### config.mk
export PLATFORM = sky130hd
export DESIGN_NAME = debug_access_ctrl
export DESIGN_NICKNAME = d
export VERILOG_FILES = /design/src/rtl/debug_access_ctrl.sv
export SDC_FILE = /design/constraint.sdc
export NUM_CORES = 1
export LEC_CHECK = 0
export CORE_ASPECT_RATIO = 1.4
export CORE_MARGIN = 4
export CORE_UTILIZATION = 46
export CTS_BUF_LIST = sky130_fd_sc_hd__clkbuf_4
export CTS_CLUSTER_SIZE = 20
export DETAILED_ROUTE_END_ITERATION = 7
export PLACE_DENSITY = 0.95
export SYNTH_ARGS = -nofsm -noshare
export SYNTH_HDL_FRONTEND = slang
export SYNTH_SLANG_ARGS = --single-unit
### constraint.sdc
create_clock -name clk -period 3.1 [get_ports clk]
set_input_delay 0.93 -clock clk [delete_from_list [all_inputs] [get_ports clk]]
set_output_delay 0.93 -clock clk [all_outputs]
set_load 0.1 [all_outputs]
### src/rtl/debug_access_ctrl.sv
// Debug access controller: single-steps or free-runs the CPU clock and performs
// debug register/memory reads and writes on behalf of a host command port.
module debug_access_ctrl #(
  parameter int CNT_W = 16
) (
  input  logic             clk,
  input  logic             rstn,
  input  logic             cmd_valid,
  output logic             cmd_ready,
  input  logic [2:0]       cmd_op,
  input  logic [31:0]      cmd_addr,
  input  logic [31:0]      cmd_data,
  input  logic [CNT_W-1:0] cmd_cnt,
  output logic             rsp_valid,
  input  logic             rsp_ready,
  output logic [31:0]      rsp_data,
  output logic             clk_cpu,
  output logic             debug,
  output logic [31:0]      addr,
  output logic [31:0]      din,
  output logic             we_dm,
  output logic             we_im,
  output logic             clk_ld,
  input  logic [31:0]      dout_rf,
  input  logic [31:0]      dout_dm,
  input  logic [31:0]      dout_im,
  input  logic [31:0]      pc_chk
);

  localparam logic [2:0] OP_STEP  = 3'd0;
  localparam logic [2:0] OP_RUN   = 3'd1;
  localparam logic [2:0] OP_HALT  = 3'd2;
  localparam logic [2:0] OP_RD_RF = 3'd3;
  localparam logic [2:0] OP_RD_DM = 3'd4;
  localparam logic [2:0] OP_RD_IM = 3'd5;
  localparam logic [2:0] OP_WR_DM = 3'd6;
  localparam logic [2:0] OP_WR_IM = 3'd7;

  typedef enum logic [3:0] {
    IDLE, PULSE_H, PULSE_L, SETTLE, RD_WAIT, RD_CAP, WR_SET, WR_CLK, RESP
  } state_t;

  state_t           state, state_next;
  logic [2:0]       op_q;
  logic [2:0]       op_sel;
  logic [CNT_W-1:0] count;
  logic [31:0]      bp;
  logic             running;
  logic             stop_req;
  logic             accept;
  logic             wr_next;

  // While running, the port stays open so any command can stop the run.
  always_comb begin
    cmd_ready = 1'b0;
    if (rstn) begin
      if (state == IDLE)
        cmd_ready = 1'b1;
      else if (running && (state == PULSE_H || state == PULSE_L))
        cmd_ready = 1'b1;
    end
  end

  assign accept    = cmd_valid && cmd_ready;
  assign rsp_valid = (state == RESP);
  assign op_sel    = (state == IDLE) ? cmd_op : op_q;
  assign wr_next   = (state_next == WR_SET) || (state_next == WR_CLK);

  always_ff @(posedge clk or negedge rstn) begin
    if (!rstn) state <= IDLE;
    else       state <= state_next;
  end

  always_comb begin
    state_next = state;
    case (state)
      IDLE: begin
        if (accept) begin
          case (cmd_op)
            OP_STEP, OP_RUN:            state_next = PULSE_H;
            OP_HALT:                    state_next = RESP;
            OP_RD_RF, OP_RD_DM, OP_RD_IM: state_next = RD_WAIT;
            default:                    state_next = WR_SET;
          endcase
        end
      end
      PULSE_H: state_next = PULSE_L;
      PULSE_L: begin
        if (running) begin
          if (stop_req || accept || pc_chk == bp) state_next = SETTLE;
          else                                    state_next = PULSE_H;
        end else if (count == '0) begin
          state_next = SETTLE;
        end else begin
          state_next = PULSE_H;
        end
      end
      SETTLE:  state_next = RESP;
      RD_WAIT: state_next = RD_CAP;
      RD_CAP:  state_next = RESP;
      WR_SET:  state_next = WR_CLK;
      WR_CLK:  state_next = RESP;
      RESP:    if (rsp_ready) state_next = IDLE;
      default: state_next = IDLE;
    endcase
  end

  // CPU-facing strobes are registered from the next state so they never glitch.
  always_ff @(posedge clk or negedge rstn) begin
    if (!rstn) begin
      clk_cpu  <= 1'b0;
      debug    <= 1'b1;
      we_dm    <= 1'b0;
      we_im    <= 1'b0;
      clk_ld   <= 1'b0;
      addr     <= '0;
      din      <= '0;
      rsp_data <= '0;
      count    <= '0;
      bp       <= '0;
      op_q     <= OP_STEP;
      running  <= 1'b0;
      stop_req <= 1'b0;
    end else begin
      clk_cpu <= (state_next == PULSE_H);
      debug   <= !(state_next inside {PULSE_H, PULSE_L, SETTLE});
      we_dm   <= wr_next && (op_sel == OP_WR_DM);
      we_im   <= wr_next && (op_sel == OP_WR_IM);
      clk_ld  <= (state_next == WR_CLK);
      case (state)
        IDLE: begin
          if (accept) begin
            op_q     <= cmd_op;
            addr     <= cmd_addr;
            din      <= cmd_data;
            bp       <= cmd_addr;
            running  <= (cmd_op == OP_RUN);
            stop_req <= 1'b0;
            if (cmd_op == OP_STEP)
              count <= (cmd_cnt == '0) ? CNT_W'(1) : cmd_cnt;
            else
              count <= '0;
            if (cmd_op == OP_HALT)
              rsp_data <= pc_chk;
          end
        end
        PULSE_H: begin
          if (!running && count != '0)
            count <= count - CNT_W'(1);
          // A stop seen during the high phase still lets the low phase finish.
          if (running && accept)
            stop_req <= 1'b1;
        end
        SETTLE: begin
          rsp_data <= pc_chk;
          running  <= 1'b0;
          stop_req <= 1'b0;
        end
        RD_CAP: begin
          case (op_q)
            OP_RD_RF: rsp_data <= dout_rf;
            OP_RD_DM: rsp_data <= dout_dm;
            default:  rsp_data <= dout_im;
          endcase
        end
        WR_CLK:  rsp_data <= din;
        default: ;
      endcase
    end
  end

endmodule

==> impl_metrics.csv, run 1 <==
group,metric,value,unit
worst_setup_path,critPathTopFamily,"flip-flops",
yosys,syn_nets,849,
worst_setup_path,crit_path_cell_trace,"or2_1, a2111oi_4, buf_12",
placement,port_buffers,317,
worst_setup_path,timing.rr.start,"state[3]$_DFF_PN0_",
worst_setup_path,crit_path_end_kind,"primary output",
global_route,grt_pass1_wl,39700,µm
placement,place.detailed.hpwl,20400,µm
cts,cts.sinks,126,
global_route,grt_overflow,0,
detailed_routing,num_vias,6649,
worst_setup_path,slowest_stage,"dfrtp_2",
cts,clkTransAtPathRegs,0.11,ns
detailed_routing,post_drt_wl_per_cell,22.6,µm
timing,timing.final.crit_share,95.9,%
placement,gp_congestion,0.915,
cts,root_buffer,"clkbuf_4",
yosys,yosys-top-cells-area,"dfrtp_1 (45%), mux2_2 (16%), a22o_1 (4.2%)",
floorplan,initial_core_util,47.5,%
cts,cts_resized,1,
worst_setup_path,critPathMaxFanout,16,
yosys,synth-seq-cells,126,
detailed_routing,dr_wl_met3,1860,µm
global_route,grt_usage,30.2,%
worst_setup_path,cpPeakStageDelay,0.53,ns
cts,cts_hold_buf,0,
yosys,synth-edff-count,0,
detailed_routing,wl_met1,9310,µm
detailed_routing,firstDrtPassIters,5,
detailed_routing,route.detailed.drc,0,
finish,drive_gt1_share,27.9,%
yosys,ys_seq_area_share,45.6,%
finish,nFillCells,1035,
worst_setup_path,worstPathRequired,2.17,ns
global_route,grt_max_degree,76,
timing,layout_setup_ws,0.126,ns
timing,fmax,0.336,GHz
yosys,netlist_instances,633,
timing,finalSetupTns,0,ns
yosys,avgSynthCellArea,10.9,µm²
detailed_routing,topRoutingLayerUsed,"met4",
floorplan,dieArea,0.0171,mm²
yosys,synth_top_area_share,45.2,%
placement,post-place-ws,0.194,ns
yosys,synth_ff_type,"dfrtp_1",
finish,final_nets,1166,
cts,ctsHtreeMaxLevel,4,
yosys,async_flop_share,100,%
cts,cts_setup_buffers,0,
detailed_routing,vias_per_cell,5.78,
yosys,yosysTopAreaCell,"dfrtp_1",
timing,hold_viol_final,0,
cts,cts_buffer_depth,2,
hold_path,hold_path.class,"input pin to async pin",
cts,cts_tree,"yes",
global_route,antenna_found_initial,1,
timing,grt_setup_unrepaired,"no",
worst_setup_path,crit_buf_inv,1,
timing,worst_pin_slew,1.00,ns
worst_setup_path,critPathLaunchType,"register",
detailed_routing,route.met2.wl,13700,µm
worst_setup_path,worstRegToRegCells,7,
timing,fin_skew,0.0180,ns
worst_setup_path,crit_type,"register to primary output",
timing,min_period,2.97,ns
cts,cts_buffers,17,
detailed_routing,antenna_left,0,
floorplan,fp.dieH,153,µm
timing,setup_viol,0,
floorplan,fp.dieW,112,µm
global_route,first_global_vias,7086,
worst_setup_path,cp.arrival,2.04,ns
outcome,outcome,"finished clean",
worst_setup_path,crit_path_start,"state[0]$_DFF_PN0_",
yosys,synthDistinctLibCells,61,
timing,maxSlewHeadroom,33.1,%
yosys,netlist_area,0.00692,mm²
yosys,ys_warn_count,0,
floorplan,io_pins,318,
timing,drv_slew,0,
detailed_routing,drtIter0Drc,423,
detailed_routing,wirelength,26000,µm
floorplan,coreArea,0.0146,mm²
cts,worstSkewPairLatency,0.55,ns
floorplan,fp-row-count,52,
run,drv_cap,0,
finish,area_growth,51.1,%
worst_setup_path,worst-path-stages,3,
-- registers in the layout (all words and copies together) (netlist names), 3 cells and up --
name / flops
state: 4
op_q: 3
din: 32
count: 16
rsp_data: 32
bp: 32
-- per-layer routing --
layer	GRT usage, %	vias to the layer above
li1	-	3014
met1	33.4	3229
met2	53.3	335
met3	8.43	71
met4	14.1	0
met5	0	-
-- cell usage after synthesis, types with 3 or more instances --
library cell / count
buf_6: 4
nand4_1: 10
nand2b_1: 4
nand2_1: 39
inv_1: 5
o31ai_1: 32
a31oi_1: 3
nor4_1: 10
nor4b_1: 3
clkbuf_1: 30
a22oi_1: 5
nor2b_1: 32
a22o_1: 33
or3_1: 4
nor3_1: 6
buf_2: 9
o21ai_0: 27
a32oi_1: 4
xnor2_1: 32
dfrtp_1: 125
mux2_2: 97
a21oi_1: 13
nor2_1: 22
nand3_1: 4
a211oi_1: 34
-- layout by cell type (no fill, tap or decap), drive strengths merged, types with 14 or more instances in the layout --
| cell type | Yosys | layout |
|---|---|---|
| nand2 | 39 | 39 |
| nor2 | 23 | 23 |
| mux2 | 99 | 99 |
| nor2b | 32 | 32 |
| o31ai | 32 | 32 |
| clkbuf | 30 | 20 |
| a22o | 33 | 33 |
| buf | 15 | 130 |
| dfrtp | 125 | 125 |
| xnor2 | 32 | 32 |
| o21ai | 28 | 28 |
| a21oi | 14 | 14 |
| a211oi | 34 | 34 |
| clkdlybuf4s50 | 0 | 213 |
-- through the flow --
stage / hold slack, ns / utilization, % / std cells / cell area, µm²
2_1_floorplan: 0.472 / - / 633 / 6950
3_5_place_dp: 0.476 / 69.8 / 1120 / 10200
5_1_grt: 0.137 / 71.7 / 1150 / 10400
6_report: 0.180 / 71.7 / 1150 / 10400
3_3_place_gp: 0.471 / 69.8 / 1120 / 10200
4_1_cts: 0.147 / 71.7 / 1149 / 10400
-- kinds of logic (layout without fill, tap and decap cells) --
kind of cell / after synthesis / count (layout) / synth area share (%)
xor+xnor: 32 / 32 / 4.05
compound gates: 171 / 171 / 18.3
flops: 126 / 126 / 45.6
simple gates: 153 / 153 / 12.3
other cells: 0 / 1 / 0
mux: 100 / 100 / 16.3
fa+ha+maj: 1 / 1 / 0.181
buf+inv: 50 / 377 / 3.31
-- final cells by class --
cell class	instances	area, µm²	share of cell area, %
clock inverter	9	121	1.16
antenna	1	2.50	0.0239
sequential	126	3160	30.2
tap	189	236	2.26
timing repair buffer	343	3190	30.5
multi-input combinational	457	3580	34.2
clock buffer	20	150	1.44
inverter	5	18.8	0.180
-- final timing paths --
path | to | slack (ns)
setup reg to reg | count[0]$_DFFE_PN0P_ | 0.73
min in group clk | rsp_data[1]$_DFFE_PN0P_ | 0.50
max in group asynchronous | rsp_data[26]$_DFFE_PN0P_ | 1.68
hold reg to reg | rsp_data[1]$_DFFE_PN0P_ | 0.50
hold / removal | count[10]$_DFFE_PN0P_ | 0.18
setup / recovery | cmd_ready | 0.13
Power of run 1 is not shown: default switching activity piles up to over one toggle a cycle in this logic, so the estimate is an artifact.
==> inputs of run 2 (changes only) <==
--- a/config.mk
+++ b/config.mk
@@ -5,13 +5,17 @@
 export SDC_FILE = /design/constraint.sdc
 export NUM_CORES = 1
 export LEC_CHECK = 0
+export CAP_MARGIN = 20
+export CELL_PAD_IN_SITES_DETAIL_PLACEMENT = 0
+export CELL_PAD_IN_SITES_GLOBAL_PLACEMENT = 1
 export CORE_ASPECT_RATIO = 1.4
 export CORE_MARGIN = 4
-export CORE_UTILIZATION = 46
+export CORE_UTILIZATION = 34
 export CTS_BUF_LIST = sky130_fd_sc_hd__clkbuf_4
 export CTS_CLUSTER_SIZE = 20
 export DETAILED_ROUTE_END_ITERATION = 7
-export PLACE_DENSITY = 0.95
+export MAX_ROUTING_LAYER = met4
+export PLACE_DENSITY = 0.94
 export SYNTH_ARGS = -nofsm -noshare
 export SYNTH_HDL_FRONTEND = slang
 export SYNTH_SLANG_ARGS = --single-unit
==> run 2 against run 1 <==
Net effect: wire length rose by 2.0%; global-route usage fell by 6.9 points; register-to-register slack got worse by 0.09 ns; maximum frequency rose by 0.40%; critical path depth did not move; core utilization fell by 18 points; critical endpoint unchanged.
==> impl_metrics.csv, run 2 (synthesis gave the netlist of run 1 again) <==
group,metric,value,unit
global_route,grt_usage,23.3,%
timing,min_period,2.96,ns
detailed_routing,route.detailed.drc,0,
hold_path,min_from,"rsp_data[1]$_DFFE_PN0P_",
timing,setup_viol,0,
cts,ctsHtreeMaxLevel,4,
floorplan,dieArea,0.0227,mm²
finish,nFillCells,1808,
run,drv_cap,0,
worst_setup_path,crit_path_cell_trace,"or2_1, a2111oi_4, buf_12",
finish,largest_registers,"bp x32, din x32, rsp_data x32",
placement,place.detailed.hpwl,21300,µm
placement,post-place-ws,0.142,ns
finish,fin_util,53.2,%
detailed_routing,firstDrtPassIters,5,
cts,cts_setup_buffers,0,
cts,cts_buffer_depth,2,
hold_path,min_path_cells,1,
worst_setup_path,timing.rr.end,"count[10]$_DFFE_PN0P_",
worst_setup_path,cpPeakStageDelay,0.51,ns
floorplan,initial_core_util,34.7,%
global_route,antenna_found_initial,2,
worst_setup_path,timing.rr.start,"state[2]$_DFF_PN0_",
finish,layout_common_cells,"clkdlybuf4s50_1 (213), buf_4 (127), dfrtp_1 (124)",
global_route,first_global_vias,6685,
cts,cts_tree,"yes",
detailed_routing,num_vias,6527,
cts,cts_resized,0,
detailed_routing,post_drt_wl_per_cell,21.7,µm
hold_path,min_to,"rsp_data[1]$_DFFE_PN0P_",
finish,area_growth,53.3,%
floorplan,coreArea,0.0199,mm²
timing,grt_setup_unrepaired,"no",
finish,seq_area,0.00316,mm²
outcome,outcome,"finished clean",
timing,timing.final.crit_share,95.6,%
detailed_routing,vias_per_cell,5.33,
timing,drv_slew,0,
global_route,grt_pass1_wl,38800,µm
hold_path,hold_path.class,"register to register",
floorplan,fp-row-count,61,
timing,fin_skew,0.0247,ns
detailed_routing,antenna_left,0,
finish,final_cells,1224,
worst_setup_path,crit_path_end_kind,"primary output",
worst_setup_path,worstRegToRegCells,6,
global_route,grt_max_degree,66,
cts,cts_hold_buf,0,
worst_setup_path,crit_type,"register to primary output",
timing,hold_viol_final,0,
finish,drive_gt1_share,28.5,%
cts,clkTransAtPathRegs,0.14,ns
timing,fmax,0.338,GHz
floorplan,fp.dieH,177,µm
worst_setup_path,critPathLaunchType,"register",
worst_setup_path,critPathMaxFanout,10,
floorplan,io_pins,318,
worst_setup_path,slowest_stage,"dfrtp_2",
cts,cts_buffers,17,
worst_setup_path,r2r_slack,0.64,ns
cts,worstSkewPairLatency,0.53,ns
detailed_routing,wirelength,26500,µm
detailed_routing,drtIter0Drc,315,
timing,layout_setup_ws,0.138,ns
finish,multi_input_area,0.00358,mm²
cts,root_buffer,"clkbuf_4",
worst_setup_path,worstPathRequired,2.17,ns
finish,final_nets,1172,
placement,placedCellCount,1189,
cts,cts.sinks,126,
timing,maxSlewHeadroom,41.3,%
timing,worst_pin_slew,0.881,ns
finish,final_common_cell,"clkdlybuf4s50_1",
placement,port_buffers,317,
timing,finalSetupTns,0,ns
floorplan,fp.dieW,129,µm
placement,gp_congestion,0.884,
global_route,grt_overflow,0,
worst_setup_path,cp.arrival,2.03,ns
==> run 2: changes by cell type in the layout (fill, tap and decap cells not counted), moves of 2 or more <==
cell	delta
diode_2	+2
clkbuf_4	-3
buf_12	+2
inv_6	+9
bufinv_16	-2
buf_4	+4
clkinv_2	-4
==> run 2: layout make-up <==
class,count,area share [%]
inverters,5,0.177
repair buffers,349,30.7
clock inverters,15,1.39
diodes,3,0.0708
flip-flops and latches,126,29.8
well taps,252,2.97
clock buffers,17,1.20
multi-input cells,457,33.7
==> run 2: worst max path at each step <==
stage,startpoint,endpoint,cells past startpoint,slack (ns)
after floorplan,rstn,cmd_ready,2,0.01
after global placement,pc_chk[1],clk_cpu$_DFF_PN0_,6,0.15
after detailed placement,pc_chk[1],clk_cpu$_DFF_PN0_,6,0.14
after CTS,state[1]$_DFF_PN0_,cmd_ready,3,0.08
after global routing,state[1]$_DFF_PN0_,cmd_ready,3,0.01
final,state[1]$_DFF_PN0_,cmd_ready,3,0.14
==> run 2: layer usage <==
layer / share of wire, % / track usage, % / up-vias / routed length (µm)
met5: 0 / - / - / 0
met2: 53 / 40.3 / 272 / 14000
met3: 5.7 / 5.07 / 35 / 1520
met1: 39 / 26.7 / 3191 / 10200
li1: - / - / 3029 / -
met4: 2.9 / 7.97 / 0 / 762
==> run 2: metrics by stage <==
stage | area [µm²] | hold WS (ns)
after floorplan | 6950 | 0.472
after global placement | 10300 | 0.473
after detailed placement | 10300 | 0.481
after CTS | 10600 | 0.514
after global routing | 10600 | 0.529
final | 10600 | 0.516
==> run 2: worst max-delay path: cells and delay by family, from the launching register on <==
family | cells | cell delay, ns
flops | 1 | 0.51
simple gates | 1 | 0.33
compound gates | 1 | 0.45
buf+inv | 1 | 0.22
Power of run 2 is left out for the same reason.
==> inputs of run 3 (changes only) <==
--- a/config.mk
+++ b/config.mk
@@ -10,12 +10,12 @@
 export CELL_PAD_IN_SITES_GLOBAL_PLACEMENT = 1
 export CORE_ASPECT_RATIO = 1.4
 export CORE_MARGIN = 4
-export CORE_UTILIZATION = 34
+export CORE_UTILIZATION = 29
 export CTS_BUF_LIST = sky130_fd_sc_hd__clkbuf_4
 export CTS_CLUSTER_SIZE = 20
 export DETAILED_ROUTE_END_ITERATION = 7
 export MAX_ROUTING_LAYER = met4
-export PLACE_DENSITY = 0.94
+export PLACE_DENSITY = 0.86
 export SYNTH_ARGS = -nofsm -noshare
 export SYNTH_HDL_FRONTEND = slang
 export SYNTH_SLANG_ARGS = --single-unit
==> constraint.sdc (replaced) <==
create_clock -name clk -period 2.4 [get_ports clk]
set_input_delay 0.72 -clock clk [delete_from_list [all_inputs] [get_ports clk]]
set_output_delay 0.72 -clock clk [all_outputs]
set_load 0.1 [all_outputs]
==> run 3 against run 2 <==
Net effect: flip-flop and latch count unchanged; the run now ends with negative setup slack left; sequential share of layout area down 1.3 points; setup slack got worse by 0.38 ns; design area rose by 4.5%; clock skew increased by 0.0013 ns; hold slack got worse by 0.41 ns; die area rose by 16%.
==> impl_metrics.csv, run 3 (synthesis gave the netlist of run 1 again) <==
group,metric,value,unit
outcome,outcome,"finished, violations left",
outcome,violations,"negative setup slack",
timing,drv_slew,0,
detailed_routing,wirelength,27200,µm
finish,layout_common_cells,"clkdlybuf4s50_1 (213), buf_4 (168), dfrtp_1 (123)",
floorplan,fp.dieW,139,µm
floorplan,io_pins,318,
floorplan,fp.dieH,191,µm
finish,final_nets,1217,
timing,grt_setup_unrepaired,"yes",
detailed_routing,post_drt_wl_per_cell,20.6,µm
timing,min_period,2.65,ns
global_route,grt_overflow,0,
worst_setup_path,timing.rr.end,"rsp_data[18]$_DFFE_PN0P_",
worst_setup_path,crit_path_end_kind,"primary output",
worst_setup_path,r2r_slack,0.10,ns
worst_setup_path,critPathLaunchType,"register",
hold_path,hold_path.class,"input pin to async pin",
floorplan,initial_core_util,29.6,%
detailed_routing,vias_per_cell,5.01,
cts,cts.sinks,126,
cts,root_buffer,"clkbuf_4",
placement,place.detailed.hpwl,21600,µm
global_route,antenna_found_initial,2,
timing,worst_pin_slew,0.837,ns
global_route,grt_usage,20.5,%
placement,gp_congestion,0.869,
finish,area_growth,60.2,%
worst_setup_path,critPathMaxFanout,4,
finish,drive_gt1_share,32.0,%
detailed_routing,route.detailed.drc,0,
cts,cts_buffer_depth,2,
cts,worstSkewPairLatency,0.55,ns
worst_setup_path,cp.arrival,1.93,ns
run,drv_cap,0,
placement,port_buffers,317,
timing,hold_viol_final,0,
finish,final_common_cell,"clkdlybuf4s50_1",
timing,fmax,0.378,GHz
worst_setup_path,timing.rr.start,"state[0]$_DFF_PN0_",
detailed_routing,antenna_left,0,
cts,cts_tree,"yes",
worst_setup_path,worstRegToRegCells,7,
finish,fin_util,47.4,%
global_route,first_global_vias,6923,
timing,setup_viol,2,
detailed_routing,drtIter0Drc,220,
floorplan,coreArea,0.0234,mm²
detailed_routing,firstDrtPassIters,5,
floorplan,fp-row-count,66,
timing,maxSlewHeadroom,44.2,%
finish,largest_registers,"bp x32, din x32, rsp_data x32",
timing,layout_setup_ws,-0.246,ns
floorplan,dieArea,0.0264,mm²
detailed_routing,num_vias,6619,
cts,clkTransAtPathRegs,0.11,ns
global_route,grt_max_degree,65,
cts,cts_buffers,17,
timing,whs,0.107,ns
worst_setup_path,crit_type,"register to primary output",
worst_setup_path,worstPathRequired,1.68,ns
global_route,grt_pass1_wl,39900,µm
timing,fin_skew,0.0259,ns
cts,ctsHtreeMaxLevel,4,
timing,timing.final.crit_share,110,%
## run 3: cell types whose count changed in the layout (fill, tap and decap cells not counted), sizes merged, moves of 2 or more
| cell | delta |
|---|---|
| clkinvlp | +2 |
| bufinv | +2 |
| inv | -10 |
| clkinv | +3 |
| buf | +45 |
| clkbuf | +2 |
## run 3: metal layers
layer	vias to the layer above	share of wire [%]	GRT usage (%)
li1	3120	-	-
met1	3178	38	22.6
met2	271	52	35.8
met3	50	5.8	4.74
met4	0	3.5	8.25
met5	-	0	-
## run 3: how the worst max path moves through the flow
stage | startpoint | cells past startpoint | end
global placement | pc_chk[17] | 7 | clk_cpu$_DFF_PN0_
detailed placement | pc_chk[17] | 7 | clk_cpu$_DFF_PN0_
global route | state[1]$_DFF_PN0_ | 3 | cmd_ready
finish | state[0]$_DFF_PN0_ | 3 | cmd_ready
floorplan | state[1]$_DFF_PN0_ | 4 | rsp_valid
CTS | state[1]$_DFF_PN0_ | 3 | cmd_ready
## run 3: layout make-up
cell class	instances	area [µm²]
Fill cell	2211	12300
Timing Repair Buffer	394	3630
Multi-Input combinational cell	457	3600
Sequential cell	126	3160
Tap cell	306	383
Clock inverter	12	146
Clock buffer	19	143
Inverter	5	18.8
Antenna cell	2	5.00
## run 3: repair_timing
| action | 4_1_cts | 5_1_grt |
|---|---|---|
| hold buffers | 0 | 0 |
| hold endpoints to repair | 0 | 0 |
| pin swaps | 4 | 0 |
| gates resized for setup | 4 | 3 |
| endpoints found under the setup margin | 3 | 3 |
| setup buffers | 6 | 0 |
## run 3: stage by stage
stage	area, µm²	TNS (ns)	instances	worst slack [ns]
6_report	11100	-0.276	1321	-0.246
3_5_place_dp	10700	-18.16	1282	-0.704
4_1_cts	11100	-0.407	1319	-0.293
5_1_grt	11100	-0.458	1321	-0.336
2_1_floorplan	6980	-0.573	633	-0.305
3_3_place_gp	10700	-18.05	1282	-0.662
## run 3: critical path: stages, from the launching register on
cell and delay, ns:
dfrtp_2 0.46, a21bo_4 0.23, a2111oi_4 0.46, buf_12 0.23
Power of run 3 is left out for the same reason.
